===== src/rtl/centroid_div_feeder.sv =====
// Centroid feeder: accumulates mask-hit coordinates per frame and
// streams sum/count pairs through a pipelined divider to get cx/cy.
module centroid_div_feeder #(
  parameter int DIV_W   = 32,
  parameter int COORD_W = 12,
  parameter int DIV_LAT = 34
) (
  input  logic               clk,
  input  logic               rst,
  input  logic               frame_start,
  input  logic               de,
  input  logic               hit,
  output logic [DIV_W-1:0]   div_a,
  output logic [DIV_W-1:0]   div_b,
  input  logic [DIV_W-1:0]   div_q,
  output logic [COORD_W-1:0] cx,
  output logic [COORD_W-1:0] cy,
  output logic               res_valid,
  output logic               res_found,
  output logic               res_sat,
  output logic               busy,
  output logic               drop
);

  localparam logic [2:0] IDLE    = 3'd0;
  localparam logic [2:0] ISSUE_X = 3'd1;
  localparam logic [2:0] ISSUE_Y = 3'd2;
  localparam logic [2:0] WAIT    = 3'd3;
  localparam logic [2:0] EMPTY   = 3'd4;

  localparam int WCNT_W = $clog2(DIV_LAT + 2);
  localparam logic [WCNT_W-1:0] CAP_X = WCNT_W'(DIV_LAT);
  localparam logic [WCNT_W-1:0] CAP_Y = WCNT_W'(DIV_LAT + 1);

  logic [2:0]         state;
  logic               de_d;
  logic [COORD_W-1:0] col;
  logic [COORD_W-1:0] row;

  logic [DIV_W-1:0]   sum_x;
  logic [DIV_W-1:0]   sum_y;
  logic [DIV_W-1:0]   count;
  logic               sat;

  logic [DIV_W-1:0]   sum_x_sh;
  logic [DIV_W-1:0]   sum_y_sh;
  logic [DIV_W-1:0]   count_sh;
  logic               sat_sh;
  logic               primed;

  logic [DIV_W-1:0]   sum_y_job;
  logic               sat_job;
  logic [WCNT_W-1:0]  wcnt;

  logic               pix;
  logic [DIV_W-1:0]   base_x;
  logic [DIV_W-1:0]   base_y;
  logic [DIV_W-1:0]   base_c;
  logic               base_sat;
  logic [DIV_W:0]     add_x;
  logic [DIV_W:0]     add_y;
  logic [DIV_W:0]     add_c;

  // Returns {overflow, result}; result clamps to all-ones on overflow.
  function automatic logic [DIV_W:0] sat_add(
    input logic [DIV_W-1:0] a,
    input logic [DIV_W-1:0] b
  );
    logic [DIV_W:0] s;
    s = {1'b0, a} + {1'b0, b};
    if (s[DIV_W])
      s = {1'b1, {DIV_W{1'b1}}};
    return s;
  endfunction

  assign busy = (state != IDLE);
  assign pix  = de & hit;

  always_ff @(posedge clk or posedge rst) begin
    if (rst) begin
      de_d <= 1'b0;
      col  <= '0;
      row  <= '0;
    end else begin
      de_d <= de;
      if (frame_start) begin
        col <= '0;
        row <= '0;
      end else if (de) begin
        col <= col + 1'b1;
      end else if (de_d) begin
        col <= '0;
        row <= row + 1'b1;
      end
    end
  end

  // A hit in the frame_start cycle lands on the freshly cleared totals.
  always_comb begin
    base_x   = frame_start ? '0 : sum_x;
    base_y   = frame_start ? '0 : sum_y;
    base_c   = frame_start ? '0 : count;
    base_sat = frame_start ? 1'b0 : sat;
    add_x    = sat_add(base_x, DIV_W'(col));
    add_y    = sat_add(base_y, DIV_W'(row));
    add_c    = sat_add(base_c, DIV_W'(1));
  end

  always_ff @(posedge clk or posedge rst) begin
    if (rst) begin
      sum_x <= '0;
      sum_y <= '0;
      count <= '0;
      sat   <= 1'b0;
    end else if (pix) begin
      sum_x <= add_x[DIV_W-1:0];
      sum_y <= add_y[DIV_W-1:0];
      count <= add_c[DIV_W-1:0];
      sat   <= base_sat | add_x[DIV_W]
             | add_y[DIV_W] | add_c[DIV_W];
    end else begin
      sum_x <= base_x;
      sum_y <= base_y;
      count <= base_c;
      sat   <= base_sat;
    end
  end

  always_ff @(posedge clk or posedge rst) begin
    if (rst) begin
      sum_x_sh <= '0;
      sum_y_sh <= '0;
      count_sh <= '0;
      sat_sh   <= 1'b0;
      primed   <= 1'b0;
    end else if (frame_start) begin
      sum_x_sh <= sum_x;
      sum_y_sh <= sum_y;
      count_sh <= count;
      sat_sh   <= sat;
      primed   <= 1'b1;
    end
  end

  // Job copies keep the in-flight result immune to a later snapshot.
  always_ff @(posedge clk or posedge rst) begin
    if (rst) begin
      state     <= IDLE;
      div_a     <= '0;
      div_b     <= '0;
      sum_y_job <= '0;
      sat_job   <= 1'b0;
      wcnt      <= '0;
      cx        <= '0;
      cy        <= '0;
      res_valid <= 1'b0;
      res_found <= 1'b0;
      res_sat   <= 1'b0;
      drop      <= 1'b0;
    end else begin
      res_valid <= 1'b0;
      drop      <= frame_start & busy;
      unique case (state)
        IDLE: begin
          if (frame_start && primed)
            state <= (count != '0) ? ISSUE_X : EMPTY;
        end
        ISSUE_X: begin
          div_a     <= sum_x_sh;
          div_b     <= count_sh;
          sum_y_job <= sum_y_sh;
          sat_job   <= sat_sh;
          wcnt      <= WCNT_W'(1);
          state     <= ISSUE_Y;
        end
        ISSUE_Y: begin
          div_a <= sum_y_job;
          wcnt  <= wcnt + 1'b1;
          state <= WAIT;
        end
        WAIT: begin
          wcnt <= wcnt + 1'b1;
          if (wcnt == CAP_X)
            cx <= div_q[COORD_W-1:0];
          if (wcnt == CAP_Y) begin
            cy        <= div_q[COORD_W-1:0];
            res_valid <= 1'b1;
            res_found <= 1'b1;
            res_sat   <= sat_job;
            state     <= IDLE;
          end
        end
        EMPTY: begin
          cx        <= '0;
          cy        <= '0;
          res_found <= 1'b0;
          res_sat   <= sat_sh;
          res_valid <= 1'b1;
          state     <= IDLE;
        end
        default: state <= IDLE;
      endcase
    end
  end

endmodule


===== config.mk =====
export PLATFORM = sky130hd
export DESIGN_NAME = centroid_div_feeder
export DESIGN_NICKNAME = d
export VERILOG_FILES = /design/src/rtl/centroid_div_feeder.sv
export SDC_FILE = /design/constraint.sdc
export NUM_CORES = 1
export LEC_CHECK = 0
export BUFFER_PORTS_ARGS = -buffer_cell sky130_fd_sc_hd__buf_2
export CAP_MARGIN = 20
export CORE_ASPECT_RATIO = 1.2
export CORE_MARGIN = 1.5
export CORE_UTILIZATION = 30
export DETAILED_ROUTE_END_ITERATION = 6
export PLACE_DENSITY = 0.48
export SLEW_MARGIN = 40
export SYNTH_ARGS = -nofsm -noshare
export SYNTH_HDL_FRONTEND = slang
export SYNTH_SLANG_ARGS = --single-unit

===== constraint.sdc =====
create_clock -name clk -period 10 [get_ports clk]
set_input_delay 0.5 -clock clk [delete_from_list [all_inputs] [get_ports clk]]
set_output_delay 0.5 -clock clk [all_outputs]
set_load 0.02 [all_outputs]

==> metrics <==
status finished clean; Yosys reg bits between 300 and 400; top cells by instance count after synthesis 368 x nand2_1, 354 x dfrtp_1, 108 x o21ai_0; ANT cells 0; ys async rst share 100%; critical path's top delay family compound AO/OA/AOI/OAI gates; Place WS slightly below 6 ns; number of global-route vias before repair between 10k and 15k; Syn Nets around 1.7k; area of the multi-input gates between 7000 and 8000 um^2; Post-synth EDFFs 0; mux share of post-synthesis cell area 9.99%; Synth Area in Compound Gates 7.47%; crit end category flip-flop; placed wire-length estimate 25800 um; Final Hold Fails 0; sequential fraction of design power 45.4%; core area 54700 um^2; PortBufs around 110; post-synth top area cell dfrtp_1; Reg2Reg Capture Point sum_x[20]; Rel. slew slack around 45%; simple-gate area share of the yosys netlist just over 20%; switch share between 20% and 30%; per-cell routed wire length between 15 and 20 um; Pint approximately 2500 uW; dominant cells by area after synthesis dfrtp_1 53%, nand2_1 8.3%, mux2_2 6.7%; clock root buffer clkbuf_16; Max Cap Viol 0; Syn Inst Count ~1.6k; Buf/Inv on CP 2; setup TNS 0 ns; Max stage delay on crit path 0.61 ns; Worst Path Max Fanout 58; synth warn 0; vias post-DR between 10k and 15k; Clk pwr share 41.1%; fin crit period about 3.4 ns; slowest CP cell buf_4; Clock Latency Late Sink around 0.55 ns; Unique masters post-synth around 60; RSZ-0062 raised after global routing no; XOR/XNOR Fraction of Synth Area just under 4%; Reg2Reg Depth 9; Clock Path Buffers 3; GRT Total Usage ~14%; Layout Nets ~1.8k; postcts setup bufs 0; post-synth top area share 53.5%; reg2reg start sum_x[0]; Pleak roughly 0.0095 uW; DRT iter0 DRCs 567; Critical Setup Path Class input pin to flip-flop; hold_buf cts 0; final slew viol count 0; RD Place Congestion 0.798; post-synthesis instance area about 17000 um^2; average via count per standard cell 4.80; DR DRC count 0; final WL 39200 um; post-cts resize count 0; die width 218 um; setup ws final about 6.6 ns; Clock Pin Slew Worst Setup and Hold Paths 0.06 ns; Pwr Density between 150 and 200 nW/um^2; DIE AREA about 57000 um^2; Psw a little under 1000 uW; crit path launch type input pin; Gate power share between 10% and 20%; CP Cell Sequence buf_6 > buf_4 > nor2b_1 > ha_1 > o211ai_1 > o211a_1 > o31a_1 > o31ai_1 > nand4_1 > xnor2_1 > nand2_1; row count 94; count leader, synth nand2_1; Worst Path Required roughly 10 ns; most common flop cell mapped by yosys dfrtp_1; Routed Antenna Nets 0; largest net degree at the start of global routing a little over 80; first-pass GRT wire length between 60000 and 70000 um; main combinational cell family by area after synthesis simple AND/OR/NAND/NOR gates; Starting Density between 30% and 40%; chip height 260 um; sequential fraction of the synthesis area between 50% and 60%; # setup viols final 0; clk_skew 0.0304 ns; I/O pins 130; TritonRoute pass-1 iters 5; adder-cell area share of the yosys netlist 2.43%; Area Overhead vs Synth 15.5%; layout cells sized above 1 around 17%; hold crit path type input pin to asynchronous set/reset pin; clock tree from TritonCTS done; htree depth 2; fill count around 5.6k; VDD IR max 112 uV; flop2flop setup slack between 7 and 8 ns; Worst-Margin Slew 0.831 ns; Peak Freq between 0.2 and 0.3 GHz; register area approximately 8900 um^2; GRT Residual Overflow 0; initial antenna violation count 0; syn_area_per_cell slightly above 10 um^2; Crit path arrival time ~3.8 ns; total CTS buffers 38; Final period util 34.1%; clock sink total around 350
-- registers in the layout, indices dropped and copies added, names as in the netlist, 3 cells and up --
name       flops
cy            12
sum_y_job     32
div_b         32
sum_x         32
state          3
row           12
cx            12
sum_y         32
sum_x_sh      32
wcnt           6
count_sh      32
count         32
sum_y_sh      32
col           12
div_a         32
-- power groups by stage --
stage / clock [uW] / sequential (uW) / combinational (uW)
after CTS: 1490 / 1600 / 489
after global placement: 0 / 1620 / 479
final: 1440 / 1600 / 474
after global routing: 1550 / 1610 / 530
after floorplan: 0 / 1700 / 241
after detailed placement: 0 / 1620 / 488
-- worst max-delay path by stage --
| stage | depth (start not counted) | start | endpoint |
|---|---|---|---|
| floorplan | 1 | rst | col[0] |
| global placement | 10 | frame_start | count[22] |
| detailed placement | 10 | frame_start | count[20] |
| CTS | 10 | frame_start | count[20] |
| global route | 13 | frame_start | count[20] |
| finish | 11 | frame_start | sum_y[27] |
-- cells by family after synthesis --
logic type               Yosys count
AND/OR/NAND/NOR                  725
flip-flops                       354
AO/OA/AOI/OAI                    215
multiplexers                     153
buffers and inverters             90
XOR/XNOR                          75
adder cells (fa/ha/maj)           31
-- layout make-up --
type | count | share of cell area [%]
well taps | 720 | 4.71
multi-input cells | 1199 | 38.6
repair buffers | 122 | 3.49
flip-flops and latches | 354 | 46.3
clock inverters | 14 | 0.942
inverters | 14 | 0.294
clock buffers | 54 | 5.66
-- per-stage QoR --
stage / power [uW] / utilization, % / cells / hold WS (ns) / cell area (um^2)
finish: 3520 / 35.0 / 2477 / 0.0410 / 19100
global route: 3690 / 35.0 / 2477 / 0.0857 / 19100
CTS: 3580 / 35.0 / 2477 / 0.0462 / 19100
detailed placement: 2110 / 32.7 / 2409 / 0.449 / 17900
global placement: 2100 / 32.6 / 2408 / 0.450 / 17800
floorplan: 1940 / - / 1643 / 0.435 / 16600
-- placed cells by master (no fill, tap or decap), drive strengths merged, types with 49 or more instances in the layout --
cell type / Yosys / layout
dfrtp: 354 / 354
mux2: 99 / 99
buf: 24 / 122
a21oi: 49 / 49
nor2: 98 / 98
nor2b: 51 / 51
nand2: 368 / 368
mux2i: 54 / 54
clkbuf: 52 / 54
o21ai: 110 / 110
-- routing by layer --
layer | vias to the layer above | global-route usage, % | wire length, um
li1 | 5802 | - | -
met1 | 5850 | 17.9 | 17400
met2 | 179 | 24.5 | 19400
met3 | 60 | 2.18 | 1500
met4 | 0 | 4.40 | 900
met5 | - | 0 | 0
-- worst register-to-register path: stages, from the launching register on --
cell and delay (ns):
dfrtp_1 0.34, nor2b_1 0.19, ha_1 0.22, fa_1 0.23
a21oi_1 0.12, o211ai_1 0.42, nand3_1 0.17, a31oi_1 0.46
nand2_1 0.49, o21ai_0 0.21
(Power assumes the default switching activity.)
